`src/rtl/npc_mem_pkg.sv`:
```
// Shared definitions for the npc memory-port arbiter: access masks, FSM states
// and requester ids.
package npc_mem_pkg;

    localparam logic [3:0] MASK_D = 4'b0001;
    localparam logic [3:0] MASK_W = 4'b0010;
    localparam logic [3:0] MASK_H = 4'b0100;
    localparam logic [3:0] MASK_B = 4'b1000;

    typedef enum logic [1:0] {
        StIdle   = 2'd0,
        StAccess = 2'd1,
        StResp   = 2'd2
    } arb_state_e;

    localparam logic REQ_IFU = 1'b0;
    localparam logic REQ_LSU = 1'b1;

endpackage

```
`src/rtl/mem_align_chk.sv`:
```
// Combinational alignment check: a one-hot size mask against the low address bits.
// Any mask that is not one-hot is reported as not ok.
module mem_align_chk
    import npc_mem_pkg::*;
(
    input  logic [3:0] mask,
    input  logic [2:0] addr_lo,
    output logic       ok
);

    always_comb begin
        ok = 1'b0;
        case (mask)
            MASK_D:  ok = (addr_lo == 3'b000);
            MASK_W:  ok = (addr_lo[1:0] == 2'b00);
            MASK_H:  ok = !addr_lo[0];
            MASK_B:  ok = 1'b1;
            default: ok = 1'b0;
        endcase
    end

endmodule

```
`src/rtl/mem_arbiter.sv`:
```
// Arbitrates the single mem port between IFU and LSU: one access in flight,
// LSU preferred, IFU promoted after STARVE_LIMIT consecutive losses.
module mem_arbiter
    import npc_mem_pkg::*;
#(
    parameter int unsigned STARVE_LIMIT = 4
) (
    input  logic        clk,
    input  logic        rst,
    input  logic        ifu_req_valid,
    output logic        ifu_req_ready,
    input  logic [63:0] ifu_addr,
    output logic        ifu_resp_valid,
    input  logic        ifu_resp_ready,
    output logic [63:0] ifu_rdata,
    output logic        ifu_err,
    input  logic        lsu_req_valid,
    output logic        lsu_req_ready,
    input  logic        lsu_wen,
    input  logic [3:0]  lsu_mem_mask,
    input  logic [63:0] lsu_addr,
    input  logic [63:0] lsu_wdata,
    output logic        lsu_resp_valid,
    input  logic        lsu_resp_ready,
    output logic [63:0] lsu_rdata,
    output logic        lsu_err,
    output logic        mem_ena,
    output logic        mem_wen,
    output logic [3:0]  mem_mem_mask,
    output logic [63:0] mem_addr,
    output logic [63:0] mem_wdata,
    input  logic [63:0] mem_rdata
);

    localparam int unsigned CntW = $clog2(STARVE_LIMIT + 1);
    localparam logic [CntW-1:0] Limit = CntW'(STARVE_LIMIT);

    arb_state_e state_q, state_d;
    logic [CntW-1:0] starve_cnt_q;
    logic        owner_q, wen_q, err_q;
    logic [3:0]  mask_q;
    logic [63:0] addr_q, wdata_q, rdata_q;

    logic starve_hit, ifu_wins, lsu_wins, idle, ifu_hs, lsu_hs, resp_ready_sel, ok;
    logic in_access, in_resp;

    mem_align_chk u_align_chk (
        .mask    (mask_q),
        .addr_lo (addr_q[2:0]),
        .ok      (ok)
    );

    always_comb begin
        starve_hit = (starve_cnt_q == Limit);
        ifu_wins   = ifu_req_valid && (starve_hit || !lsu_req_valid);
        lsu_wins   = lsu_req_valid && !(starve_hit && ifu_req_valid);
        // No grant while reset is asserted, so nothing is handshaken and dropped.
        idle       = (state_q == StIdle) && !rst;
        ifu_req_ready = idle && ifu_wins;
        lsu_req_ready = idle && lsu_wins;
        ifu_hs = ifu_req_valid && ifu_req_ready;
        lsu_hs = lsu_req_valid && lsu_req_ready;
        resp_ready_sel = (owner_q == REQ_LSU) ? lsu_resp_ready : ifu_resp_ready;
    end

    always_comb begin
        state_d = state_q;
        unique case (state_q)
            StIdle:   if (ifu_hs || lsu_hs) state_d = StAccess;
            StAccess: state_d = StResp;
            StResp:   if (resp_ready_sel) state_d = StIdle;
            default:  state_d = StIdle;
        endcase
    end

    always_ff @(posedge clk) begin
        if (rst) begin
            state_q      <= StIdle;
            starve_cnt_q <= '0;
            owner_q      <= REQ_IFU;
            wen_q        <= 1'b0;
            mask_q       <= '0;
            addr_q       <= '0;
            wdata_q      <= '0;
            rdata_q      <= '0;
            err_q        <= 1'b0;
        end else begin
            state_q <= state_d;
            if (ifu_hs || lsu_hs) begin
                owner_q <= lsu_hs ? REQ_LSU : REQ_IFU;
                wen_q   <= lsu_hs && lsu_wen;
                mask_q  <= lsu_hs ? lsu_mem_mask : MASK_W;
                addr_q  <= lsu_hs ? lsu_addr : ifu_addr;
                wdata_q <= lsu_hs ? lsu_wdata : '0;
            end
            if (state_q == StAccess) begin
                rdata_q <= (ok && !wen_q) ? mem_rdata : '0;
                err_q   <= !ok;
            end
            if (ifu_hs) begin
                starve_cnt_q <= '0;
            end else if (lsu_hs && ifu_req_valid && !starve_hit) begin
                starve_cnt_q <= starve_cnt_q + 1'b1;
            end
        end
    end

    always_comb begin
        in_access    = (state_q == StAccess);
        in_resp      = (state_q == StResp);
        mem_ena      = in_access && ok;
        mem_wen      = mem_ena && wen_q;
        mem_mem_mask = in_access ? mask_q : '0;
        mem_addr     = in_access ? addr_q : '0;
        mem_wdata    = in_access ? wdata_q : '0;

        ifu_resp_valid = in_resp && (owner_q == REQ_IFU);
        ifu_rdata      = ifu_resp_valid ? rdata_q : '0;
        ifu_err        = ifu_resp_valid && err_q;
        lsu_resp_valid = in_resp && (owner_q == REQ_LSU);
        lsu_rdata      = lsu_resp_valid ? rdata_q : '0;
        lsu_err        = lsu_resp_valid && err_q;
    end

endmodule

```
`config.mk`:
```
export PLATFORM = sky130hd
export DESIGN_NAME = mem_arbiter
export DESIGN_NICKNAME = d
export VERILOG_FILES = /design/src/rtl/npc_mem_pkg.sv /design/src/rtl/mem_align_chk.sv /design/src/rtl/mem_arbiter.sv
export SDC_FILE = /design/constraint.sdc
export NUM_CORES = 1
export LEC_CHECK = 0
export CAP_MARGIN = 40
export CORE_AREA = 2 2 205 207
export CTS_CLUSTER_SIZE = 25
export DETAILED_ROUTE_END_ITERATION = 8
export DIE_AREA = 0 0 207 209
export GPL_TIMING_DRIVEN = 0
export SETUP_SLACK_MARGIN = 0.5
export SLEW_MARGIN = 20
export SYNTH_ARGS = -nofsm -noshare
export SYNTH_HDL_FRONTEND = slang
export SYNTH_HIERARCHICAL = 1
export SYNTH_SLANG_ARGS = --single-unit
```
`constraint.sdc`:
```
create_clock -name clk -period 4.4 [get_ports clk]
set_input_delay 0.44 -clock clk [delete_from_list [all_inputs] [get_ports clk]]
set_output_delay 0.44 -clock clk [all_outputs]
set_load 0.05 [all_outputs]
```
# == Word level (Yosys, flattened, before mapping) ==
# Cells that the tools add are included.
# word_totals
mem_count,0
ram_bits,0
wordCells,67
latch_bits,0
romBits,0
in_bits,267
output_inout_bits,268
reg_bits,204
# classes
n_eq_ne,9
div_mod_pow,0
n_reduce_logical,32
n_addsub,1
mux,15
n_lt_le_gt_ge,0
n_mul,0
n_bitwise,1
shift,0
# op_table
cell,n
$mux 64,7
$logic_and 1x1->1,18
$mux 4,2
$logic_not 1->1,7
$pmux 2 s3,1
$eq 4x1->1 const B,1
$eq 4x2->1 const B,1
$eq 4x3->1 const B,1
$eq 4x4->1 const B,1
$logic_not 2->1,2
$mux 2,2
$pmux 1 s4,1
$add 3x1->3 const B,1
$eq 3x3->1 const B,1
$logic_not 3->1,1
$eq 2x1->1 const B,1
$eq 2x2->1 const B,1
$logic_or 1x1->1,2
$mux 1,2
$ne 2x1->1 const B,1
$ne 2x2->1 const B,1
$reduce_and 2->1,1
$reduce_or 2->1,1
$not 1->1,1

# == Depth between registers and ports, before layout ==
# Gate-level depths: netlist of the first run.
# logic_depth
ltp_word,9
mapped_depth,8
ltp_nobuf,6

# == Hierarchy ==
# Netlist of the first run, hierarchy kept.
# by_module_without_submodules
module,n_inst,cells_each,seq_area_each_um2,area_each_um2
mem_arbiter,1,1247,4083.9,10223.6
mem_align_chk,1,8,0.0,52.6

# == Worst setup path after synthesis of the first run ==
# Ideal clock, no wire load.
# synth_path
path_kind,register -> output
start,register state_q[1]
end,output port ifu_req_ready
slack_ns,1.992
arrival_time_ns,1.968
t_required_ns,3.960
path_buffers,1
stages_incl_launch_ff,4
path_cell_list,dfxtp_1 buf_6 or4b_2 a21oi_1
# synth_via
elab_chain_cells,3
# synth_rtl
item,line,text
start: declaration,mem_arbiter.sv:38,"arb_state_e state_q, state_d;"
start signal: assignment,mem_arbiter.sv:78,state_q <= StIdle;
start signal: assignment,mem_arbiter.sv:88,state_q <= state_d;
$logic_not 2->1,mem_arbiter.sv:58,idle = (state_q == StIdle) && !rst;
$logic_and 1x1->1,mem_arbiter.sv:58,
$logic_and 1x1->1,mem_arbiter.sv:59,ifu_req_ready = idle && ifu_wins;
end: declaration,mem_arbiter.sv:11,"output logic ifu_req_ready,"
# No other way between the ends.

# == Worst setup path in the final report of the first run ==
# layout_path
start,register state_q[1]
end,output port ifu_rdata[31]
# layout_via
elab_chain_cells,3
# layout_rtl
item,line,text
$eq 2x2->1,mem_arbiter.sv:110,in_resp = (state_q == StResp);
$logic_and 1x1->1,mem_arbiter.sv:117,ifu_resp_valid = in_resp && (owner_q == REQ_IFU);
$mux 64,mem_arbiter.sv:118,ifu_rdata = ifu_resp_valid ? rdata_q : '0;
end: declaration,mem_arbiter.sv:15,"output logic [63:0] ifu_rdata,"
# No other way between the ends.

==> results of run 1 <==
cells in the final DEF, fill, tap and decap left out, types with 9 or more instances in the layout:
cell type	instances
sky130_fd_sc_hd__clkdlybuf4s50_1	528
sky130_fd_sc_hd__and2_1	263
sky130_fd_sc_hd__dfxtp_1	204
sky130_fd_sc_hd__a21oi_1	136
sky130_fd_sc_hd__clkbuf_1	105
sky130_fd_sc_hd__nor2_1	70
sky130_fd_sc_hd__nand3_1	67
sky130_fd_sc_hd__o21ai_0	65
sky130_fd_sc_hd__a2111oi_0	64
sky130_fd_sc_hd__nor4_1	64
sky130_fd_sc_hd__a22oi_1	64
sky130_fd_sc_hd__nor3_2	42
sky130_fd_sc_hd__buf_2	32
sky130_fd_sc_hd__clkbuf_16	27
sky130_fd_sc_hd__nor3_1	24
sky130_fd_sc_hd__buf_1	10
sky130_fd_sc_hd__buf_6	9
where the power goes:
group	internal [W]	switching (W)	total (W)
Clock	0.00150	0.000874	0.00237
Sequential	0.00197	0.0000668	0.00204
Combinational	0.000482	0.000640	0.00112
worst reg2reg max path: cells and delay by family (launching register included):
kind	cells	cell delay [ns]
AO/OA/AOI/OAI	1	0.16
adder cells (fa/ha/maj)	1	0.24
buffers and inverters	4	1.14
flip-flops	1	0.35
AND/OR/NAND/NOR	2	0.36
cell usage after synthesis, drive strengths merged:
| cell | instances | area share [%] |
|---|---|---|
| inv | 5 | 0.18 |
| dfxtp | 204 | 40 |
| ha | 2 | 0.24 |
| nand3 | 67 | 3.3 |
| o221a | 1 | 0.11 |
| nand4 | 2 | 0.12 |
| nor2 | 70 | 2.6 |
| nor4 | 64 | 3.9 |
| nor4b | 4 | 0.40 |
| a2111oi | 64 | 5.5 |
| or4b | 2 | 0.23 |
| clkbuf | 105 | 3.8 |
| nor2b | 1 | 0.061 |
| nand2 | 5 | 0.18 |
| o22ai | 1 | 0.061 |
| a22oi | 64 | 4.7 |
| nor3 | 66 | 5.3 |
| nand2b | 1 | 0.061 |
| o21ai | 66 | 3.2 |
| buf | 47 | 2.7 |
| a21oi | 136 | 6.6 |
| mux2i | 2 | 0.19 |
| or2 | 1 | 0.061 |
| and2 | 263 | 16 |
| and3 | 2 | 0.12 |
| or3 | 2 | 0.12 |
| nor4bb | 1 | 0.097 |
| o31ai | 1 | 0.073 |
| nor3b | 2 | 0.15 |
| nand3b | 1 | 0.073 |
| a22o | 3 | 0.26 |
what timing repair did:
action,in CTS,in global routing
endpoints found under the setup margin,107,40
endpoints found under the hold margin,0,0
resized for setup,5,6
area by class of cell:
type | instances | area (sq um)
Antenna cell | 3 | 7.507
Buffer | 152 | 673.1
Clock buffer | 34 | 752.0
Clock inverter | 14 | 207.7
Fill cell | 4235 | 23990
Inverter | 5 | 18.77
Multi-Input combinational cell | 894 | 5515
Sequential cell | 204 | 4084
Tap cell | 539 | 674.4
Timing Repair Buffer | 537 | 5366
metrics by stage:
step | setup slack (ns) | hold slack (ns) | cell area, sq um
floorplan | 1.992 | 0.4342 | 10280
global placement | 0.7751 | 0.4512 | 16290
detailed placement | 0.7756 | 0.4628 | 16310
CTS | 0.5146 | 0.4407 | 17270
global route | 0.5906 | 0.4543 | 17300
finish | 0.6546 | 0.4624 | 17300
how the worst min path moves through the flow:
stage	startpoint	endpoint	slack, ns	depth (start not counted)
6_report	lsu_wdata[54]	wdata_q[54]$_SDFFE_PP0P_	0.46	3
3_5_place_dp	wdata_q[56]$_SDFFE_PP0P_	wdata_q[56]$_SDFFE_PP0P_	0.46	2
5_1_grt	lsu_wdata[7]	wdata_q[7]$_SDFFE_PP0P_	0.45	3
3_3_place_gp	wdata_q[63]$_SDFFE_PP0P_	wdata_q[63]$_SDFFE_PP0P_	0.45	1
2_1_floorplan	wdata_q[63]$_SDFFE_PP0P_	wdata_q[63]$_SDFFE_PP0P_	0.43	1
4_1_cts	lsu_wdata[54]	wdata_q[54]$_SDFFE_PP0P_	0.44	3
metal layers:
metal  up-vias  track usage [%]
met2       545            38.45
met1      5554            24.23
li1       5640                -
met3        79            5.696
met5         -                0
met4         0            6.404
registers in the layout, summed over array words and instances, names as in the netlist, 2 cells and up:
| register | flops |
|---|---|
| starve_cnt_q | 3 |
| mask_q | 4 |
| state_q | 2 |
| addr_q | 64 |
| wdata_q | 64 |
| rdata_q | 64 |
cell families after synthesis:
group                    after synthesis
flip-flops                           204
AND/OR/NAND/NOR                      554
adder cells (fa/ha/maj)                2
multiplexers                           2
AO/OA/AOI/OAI                        336
buffers and inverters                157
==> run metrics, run 1 <==
half-perimeter wire length of the detailed placement result ~38000 um; slowest cell on the critical path sky130_fd_sc_hd__clkdlybuf4s50_1; non-filler cells in the finished layout about 2400; Initial Util between 20% and 30%; TritonCTS clock tree yes; element type at the critical path start flop; row count 75; synthesized netlist net count ~1500; post-synthesis share of cell area spent on full adders, half adders and majority gates 0.2435%; main combinational cell family by area after synthesis simple AND/OR/NAND/NOR gates; Clock Skew slightly below 0.009 ns; number of remaining DRC errors 0; share of cell area taken by muxes after synthesis 0.1948%; worst-path maximum fanout 10; WS Path Type reg -> out; Unique masters post-synth 37; Final Power roughly 0.0055 W; routed len/inst just over 20 um; max_slew headroom about a third; crit path capture type output pin; Syn Std Cell Area slightly above 0.01 sq mm; die area about 0.043 sq mm; Crit path depth 6; Die Height 209 um; RSZ-0062 raised after global routing no; post-route setup TNS 0 ns; simple logic cell fraction of the synthesized area between 30% and 40%; count of TritonRoute iterations in the first routing pass 5; number of storage elements in the synthesis netlist 204; worst setup path startpoint state_q[1]$_SDFFE_PP0P_; maximum count of clock buffers along a single path 3; routability cong. 0.9369; setup violators final 0; number of placed instances with taps included 2331; CORE AREA a little over 0.04 sq mm; Post-CTS Hold Buffers 0; worst reg2reg path startpoint starve_cnt_q[0]$_SDFFE_PP0P_; Sink Count between 200 and 250; highest clock rate 267.0 MHz; top-level I/O count around 540; depth of the most critical reg-to-reg path 8; worst path bufs/invs 4; worst slew pin tran 0.9610 ns; MaxCap Viol Count 0; DRT antenna net count 0; mean number of vias per cell roughly 5.0; worst reg2reg setup slack 2.08 ns; reg-to-reg endpoint wdata_q[36]$_SDFFE_PP0P_; gate family responsible for the most delay along the worst path buffers and inverters; cells traversed along the worst timing path buf_6 > nor3b_2 > buf_2 > clkbuf_1 > and2_1 > clkdlybuf4s50_1; Vias 11820; Hold Violations, Final 0; gate count after technology mapping 1255; Peak supply drop 271.8 uV; Net count, final 2089; root cell of the clock tree sky130_fd_sc_hd__clkbuf_16; longest individual stage delay on the worst path 0.83 ns; top layer in use met4; sequential fraction of the synthesis area between 30 and 40%; Avg Synthesized Cell Area 8.188 sq um; buffers inserted by post-CTS timing repair 0; number of global-route vias before repair roughly 12000; wire length of the first global-routing pass 72240 um; total length of routed met2 wires between 20000 and 25000 um; pin count of the biggest net entering global routing 13; clock latency reported for the late side of the worst-skew pair between 0.5 and 0.6 ns; synth-to-layout area growth 68.34%; compound-gate portion of the synthesized area about a fifth; power per cell area 319.9 mW/mm^2; antenna violations before repair 3; data arrival time of the critical path 3.31 ns; routed metal-1 wire length around 19000 um; Worst-path clk slew roughly 0.06 ns; status finished clean; Setup crit end ifu_rdata[31]; Yosys Warn Count 6; fraction of layout instances using a drive strength above 1 between 7 and 8%; 1st-iter DRT viols about 670; Post-Synth XOR/XNOR Area 0%; post-route core utilization 41.90%; Chip Width 207 um; sum of routed wire length over all layers between 40000 and 50000 um; Port-buffer cells ~530; worst hold path class in -> reg; critical path required time roughly 4.0 ns; routed length on met3 approximately 3900 um; clock buffers created by TritonCTS 26; H-Tree Depth 1; Period Utilization, post-route between 80% and 90%; final number of max-transition violations 0; GRT Residual Overflow 0; Lkg Pwr 6.040 nW; minimum clock period after layout roughly 3.7 ns; combined global-route utilization of all metal layers about a fifth
No activity file was read; power rests on OpenSTA's default activity.
==> inputs of run 2 (changes only) <==
--- a/config.mk
+++ b/config.mk
@@ -6,12 +6,15 @@
 export NUM_CORES = 1
 export LEC_CHECK = 0
 export CAP_MARGIN = 40
-export CORE_AREA = 2 2 205 207
+export CORE_AREA = 2 2 207 209
 export CTS_CLUSTER_SIZE = 25
 export DETAILED_ROUTE_END_ITERATION = 8
-export DIE_AREA = 0 0 207 209
+export DIE_AREA = 0 0 209 211
+export DONT_BUFFER_PORTS = 1
 export GPL_TIMING_DRIVEN = 0
+export REMOVE_ABC_BUFFERS = 1
 export SETUP_SLACK_MARGIN = 0.5
+export SKIP_CTS_REPAIR_TIMING = 1
 export SLEW_MARGIN = 20
 export SYNTH_ARGS = -nofsm -noshare
 export SYNTH_HDL_FRONTEND = slang
==> run metrics, run 2 (synthesized netlist as in run 1, its figures left out) <==
number of global-route vias before repair 8970 (-25%); count of TritonRoute iterations in the first routing pass 5 (unchanged); worst reg2reg path startpoint mask_q[3]$_SDFFE_PP0P_; worst-path maximum fanout 24 (+14); Final Power 0.004681 W (-15%); Chip Width 209 um (+0.97%); top-level I/O count 535 (unchanged); element type at the critical path start flop; Hold Crit Start lsu_mem_mask[3]; CORE AREA 0.04176 sq mm (+1.1%); highest clock rate 298.5 MHz (+12%); Sink Count 204 (unchanged); clock buffers created by TritonCTS 24 (-7.7%); 1st-iter DRT viols 705 (+4.9%); Hold Path Sink mask_q[3]$_SDFFE_PP0P_; post-detailed-placement cell area 0.01087 sq mm (-33%); antenna violations before repair 6 (+3); Peak supply drop 239.5 uV (-12%); wire length of the first global-routing pass 55020 um (-24%); switching share of power 29.63% (+1.1 points); mean number of vias per cell 5.446 (+9.8%); final number of max-transition violations 0 (unchanged); Hold Violations, Final 0 (unchanged); die area 0.04410 sq mm (+1.9%); Lkg Pwr 3.833 nW (-37%); internal cell power 0.003294 W (-17%); final cell area excluding filler cells 0.01164 sq mm (-33%); Net count, final 1437 (-31%); H-Tree Depth 1 (unchanged); depth of the most critical reg-to-reg path 9 (+1); Clock Skew 0.006969 ns (-0.001949 ns); Port-buffer cells 0 (-100%); Period Utilization, post-route 76.13% (-9.0 points); synth-to-layout area growth 13.25%; sum of routed wire length over all layers 37760 um (-22%); RSZ-0062 raised after global routing no; status finished clean; reg-to-reg endpoint rdata_q[18]$_SDFFE_PP0N_; Die Height 211 um (+0.96%); WS Path Type reg -> out; routed len/inst 21.88 um (+7.7%); pin count of the biggest net entering global routing 206 (+193); row count 75 (unchanged); data arrival time of the critical path 2.91 ns (-0.40 ns); clock latency reported for the late side of the worst-skew pair 0.53 ns (about the same); Initial Util 24.61% (-0.28 points); minimum clock period after layout 3.350 ns (-0.3957 ns); most common library cell in the layout ignoring fill and taps sky130_fd_sc_hd__and2_1; critical path required time 3.96 ns (about the same); hold path depth 1 (-2); Worst-path clk slew 0.06 ns (about the same); fraction of layout instances using a drive strength above 1 10.31% (+2.8 points); post-route core utilization 27.87% (-14 points); Psw 0.001387 W (-12%); largest registers ranked by flip-flop count addr_q: 64 flops, rdata_q: 64 flops, wdata_q: 64 flops; setup violators final 0 (unchanged); number of remaining DRC errors 0 (unchanged); crit path capture type output pin; worst reg2reg setup slack 1.65 ns (-0.43 ns); power per cell area 402.3 mW/mm^2 (+26%); half-perimeter wire length of the detailed placement result 25940 um (-31%); worst hold path class in -> reg; combined global-route utilization of all metal layers 15.80% (-5.4 points); maximum count of clock buffers along a single path 3 (unchanged); GRT Residual Overflow 0 (unchanged); max_slew headroom 36.02% (+1.7 points); root cell of the clock tree sky130_fd_sc_hd__clkbuf_16; worst slew pin tran 0.9566 ns (-0.004355 ns); MaxCap Viol Count 0 (unchanged); routability cong. 0.7417 (-21%); Comb pwr share 15.5% (-4.8 points); most used cells in the layout excluding fill and tap cells sky130_fd_sc_hd__and2_1, sky130_fd_sc_hd__dfxtp_1, sky130_fd_sc_hd__a21oi_1, sky130_fd_sc_hd__nor2_1, sky130_fd_sc_hd__nand3_1; Flop pwr share 43.9% (+7.0 points); TritonCTS clock tree yes; DRT antenna net count 0 (unchanged); clock share of power 40.6% (-2.3 points); Vias 9399 (-20%)
run 2: how the worst max path moves through the flow:
stage	endpoint	start	cells past startpoint	slack, ns
3_5_place_dp	mem_wdata[23]	state_q[0]$_SDFFE_PP0P_	4	1.62
4_1_cts	mem_wdata[23]	state_q[0]$_SDFFE_PP0P_	4	1.03
2_1_floorplan	rdata_q[0]$_SDFFE_PP0N_	mask_q[0]$_SDFFE_PP0P_	5	-1.36
3_3_place_gp	rdata_q[26]$_SDFFE_PP0N_	mask_q[0]$_SDFFE_PP0P_	6	-4.99
6_report	lsu_rdata[21]	state_q[1]$_SDFFE_PP0P_	6	1.05
5_1_grt	lsu_rdata[21]	state_q[1]$_SDFFE_PP0P_	6	0.92
run 2: layer usage:
layer,vias up,track usage [%],share of wire (%)
li1,4324,-,-
met1,4455,18.12,38
met2,535,28.02,51
met3,83,3.985,8.1
met4,2,6.453,3.1
met5,-,0,0.034
run 2: power groups by stage:
| stage | Clock, W | Combinational [W] | Sequential [W] |
|---|---|---|---|
| floorplan | 0 | 0.000525 | 0.00206 |
| global route | 0.00201 | 0.000786 | 0.00207 |
| global placement | 0 | 0.000653 | 0.00208 |
| CTS | 0.00194 | 0.000716 | 0.00206 |
| detailed placement | 0 | 0.000715 | 0.00209 |
| finish | 0.00190 | 0.000724 | 0.00206 |
run 2: area by class of cell:
cell class | instances | area, sq um
fill | 4540 | 30120
multi-input combinational | 894 | 5598
sequential | 204 | 4084
clock buffer | 38 | 714.4
tap | 539 | 674.4
timing repair buffer | 39 | 520.5
inverter | 5 | 18.77
clock inverter | 3 | 17.52
antenna | 4 | 10.01
run 2: critical path: stages, from the launching register on:
cell	delay (ns)
sky130_fd_sc_hd__dfxtp_1	0.71
sky130_fd_sc_hd__nor3b_2	0.29
sky130_fd_sc_hd__buf_4	0.24
sky130_fd_sc_hd__buf_4	0.23
sky130_fd_sc_hd__buf_1	0.12
sky130_fd_sc_hd__buf_4	0.21
sky130_fd_sc_hd__and2_1	0.56
run 2: through the flow:
step	setup TNS, ns	hold WS, ns	setup slack, ns	std cells
after detailed placement	0	0.4480	1.617	1678
after CTS	0	-0.04327	1.026	1719
after floorplan	-160.37	0.4342	-1.364	1103
after global placement	-1329.15	0.4509	-4.986	1642
final	0	0.03910	1.050	1726
after global routing	0	-0.01005	0.9208	1726
==> inputs of run 3 (changes only) <==
==> constraint.sdc (replaced) <==
create_clock -name clk -period 3.5 [get_ports clk]
set_input_delay 0.35 -clock clk [delete_from_list [all_inputs] [get_ports clk]]
set_output_delay 0.35 -clock clk [all_outputs]
set_load 0.05 [all_outputs]
==> run metrics, run 3 (synthesized netlist as in run 1, its figures left out) <==
critical path required time 3.15 ns (-0.81 ns); most common cell type on the critical path sky130_fd_sc_hd__buf_4; TritonCTS clock tree yes; data arrival time of the critical path 2.51 ns (-0.40 ns); cells traversed along the worst timing path nor3b_4 > buf_4 > buf_4 > buf_1 > and2_1; Peak supply drop 313.2 uV (+31%); reg-to-reg endpoint addr_q[5]$_SDFFE_PP0P_; routability cong. 0.7417 (unchanged); crit path capture type output pin; longest individual stage delay on the worst path 0.50 ns (-0.21 ns); sum of routed wire length over all layers 40190 um (+6.4%); depth of the most critical reg-to-reg path 8 (-1); Crit path depth 5 (-1); CORE AREA 0.04176 sq mm (unchanged); max_slew headroom 43.07% (+7.1 points); half-perimeter wire length of the detailed placement result 25940 um (unchanged); fraction of layout instances using a drive strength above 1 11.34% (+1.0 points); final number of max-transition violations 0 (unchanged); power per cell area 461.3 mW/mm^2 (+15%); Clock Skew 0.007047 ns (+0.00007816 ns); final worst hold slack -0.02631 ns (-0.06541 ns); status complete, but fails checks; most common library cell in the layout ignoring fill and taps sky130_fd_sc_hd__and2_1; violated checks negative hold slack; Chip Width 209 um (unchanged); Sink Count 204 (unchanged); Vias 10140 (+7.9%); pin count of the biggest net entering global routing 206 (unchanged); post-route core utilization 31.61% (+3.7 points); post-detailed-placement cell area 0.01087 sq mm (unchanged); worst reg2reg setup slack 0.66 ns (-0.99 ns); largest registers ranked by flip-flop count addr_q: 64 flops, rdata_q: 64 flops, wdata_q: 64 flops; wire length of the first global-routing pass 55020 um (unchanged); number of global-route vias before repair 8970 (unchanged); antenna violations before repair 7 (+1); non-filler cells in the finished layout 1877 (+8.7%); clock latency reported for the late side of the worst-skew pair 0.53 ns (about the same); Worst-path clk slew 0.06 ns (about the same); final cell area excluding filler cells 0.01320 sq mm (+13%); most used cells in the layout excluding fill and tap cells sky130_fd_sc_hd__and2_1, sky130_fd_sc_hd__dfxtp_1, sky130_fd_sc_hd__dlygate4sd3_1, sky130_fd_sc_hd__a21oi_1, sky130_fd_sc_hd__nor2_1; H-Tree Depth 1 (unchanged); worst path bufs/invs 3 (-1); top-level I/O count 535 (unchanged); minimum clock period after layout roughly 2.9 ns; number of remaining DRC errors 0 (unchanged); synth-to-layout area growth 28.47%; setup violators final 0 (unchanged); die area 0.04410 sq mm (unchanged); root cell of the clock tree sky130_fd_sc_hd__clkbuf_16; Hold Crit Start mem_rdata[35]; Initial Util 24.61% (unchanged); hold path depth 2 (+1); Period Utilization, post-route 81.71%; combined global-route utilization of all metal layers 15.80% (unchanged); RSZ-0062 raised after global routing no; Hold Violations, Final 18 (+18); WS Path Type reg -> out; GRT Residual Overflow 0 (unchanged); worst reg2reg path startpoint starve_cnt_q[0]$_SDFFE_PP0P_; Net count, final 1586 (+10%); slowest cell on the critical path sky130_fd_sc_hd__dfxtp_4; maximum count of clock buffers along a single path 3 (unchanged); worst slew pin tran 0.8539 ns (-0.1027 ns); element type at the critical path start flop; Die Height 211 um (unchanged); Hold Path Sink rdata_q[35]$_SDFFE_PP0N_; mean number of vias per cell 5.403 (-0.78%); MaxCap Viol Count 0 (unchanged); Port-buffer cells 0 (unchanged); DRT antenna net count 0 (unchanged); worst hold path class in -> reg; worst-path maximum fanout 23 (-4.2%); 1st-iter DRT viols 707 (+0.28%); count of TritonRoute iterations in the first routing pass 5 (unchanged); gate family responsible for the most delay along the worst path simple AND/OR/NAND/NOR gates; routed len/inst 21.41 um (-2.1%); Lkg Pwr 4.654 nW (+21%); number of placed instances with taps included 1678 (unchanged); row count 75 (unchanged); Final Power 0.006090 W (+30%); clock buffers created by TritonCTS 24 (unchanged); highest clock rate roughly 350 MHz
==> run 3: changes by cell type in the layout (fill, tap and decap cells not counted), moves of 2 or more <==
cell / delta
sky130_fd_sc_hd__dfxtp_1: -2
sky130_fd_sc_hd__and2_1: -24
sky130_fd_sc_hd__diode_2: +2
sky130_fd_sc_hd__and2_2: +24
sky130_fd_sc_hd__dlygate4sd3_1: +146
==> run 3: worst max path at each step <==
stage	from	end	slack, ns
after floorplan	mask_q[0]$_SDFFE_PP0P_	rdata_q[0]$_SDFFE_PP0N_	-2.26
after global placement	mask_q[0]$_SDFFE_PP0P_	rdata_q[26]$_SDFFE_PP0N_	-5.89
after detailed placement	mask_q[3]$_SDFFE_PP0P_	rdata_q[18]$_SDFFE_PP0N_	0.73
after CTS	state_q[0]$_SDFFE_PP0P_	mem_wdata[23]	0.22
after global routing	mask_q[3]$_SDFFE_PP0P_	rdata_q[33]$_SDFFE_PP0N_	0.50
final	state_q[1]$_SDFFE_PP0P_	ifu_rdata[33]	0.64
==> run 3: area by class of cell <==
| cell class | instances | area [sq um] |
|---|---|---|
| fill | 4426 | 28560 |
| multi-input combinational | 895 | 5643 |
| sequential | 204 | 4089 |
| timing repair buffer | 187 | 2029 |
| clock buffer | 38 | 714.4 |
| tap | 539 | 674.4 |
| inverter | 5 | 18.77 |
| clock inverter | 3 | 17.52 |
| antenna | 6 | 15.01 |
==> run 3: per-layer routing <==
| layer | track usage, % | vias to the layer above | wire (um) |
|---|---|---|---|
| li1 | - | 4631 | - |
| met1 | 18.12 | 4882 | 15590 |
| met2 | 28.02 | 543 | 20450 |
| met3 | 3.985 | 84 | 2950 |
| met4 | 6.453 | 2 | 1187 |
| met5 | 0 | - | 14 |
==> run 3: through the flow <==
| stage | worst slack [ns] | TNS (ns) |
|---|---|---|
| 2_1_floorplan | -2.264 | -484.06 |
| 6_report | 0.6401 | 0 |
| 3_3_place_gp | -5.886 | -1713.63 |
| 5_1_grt | 0.4970 | 0 |
| 3_5_place_dp | 0.7298 | 0 |
| 4_1_cts | 0.2158 | 0 |
==> run 3: power by group <==
part,switching (W),internal [W],total [W]
logic,0.000694,0.000418,0.00111
registers,0.000109,0.00248,0.00259
clock network,0.00100,0.00139,0.00239
total,0.00180,0.00429,0.00609
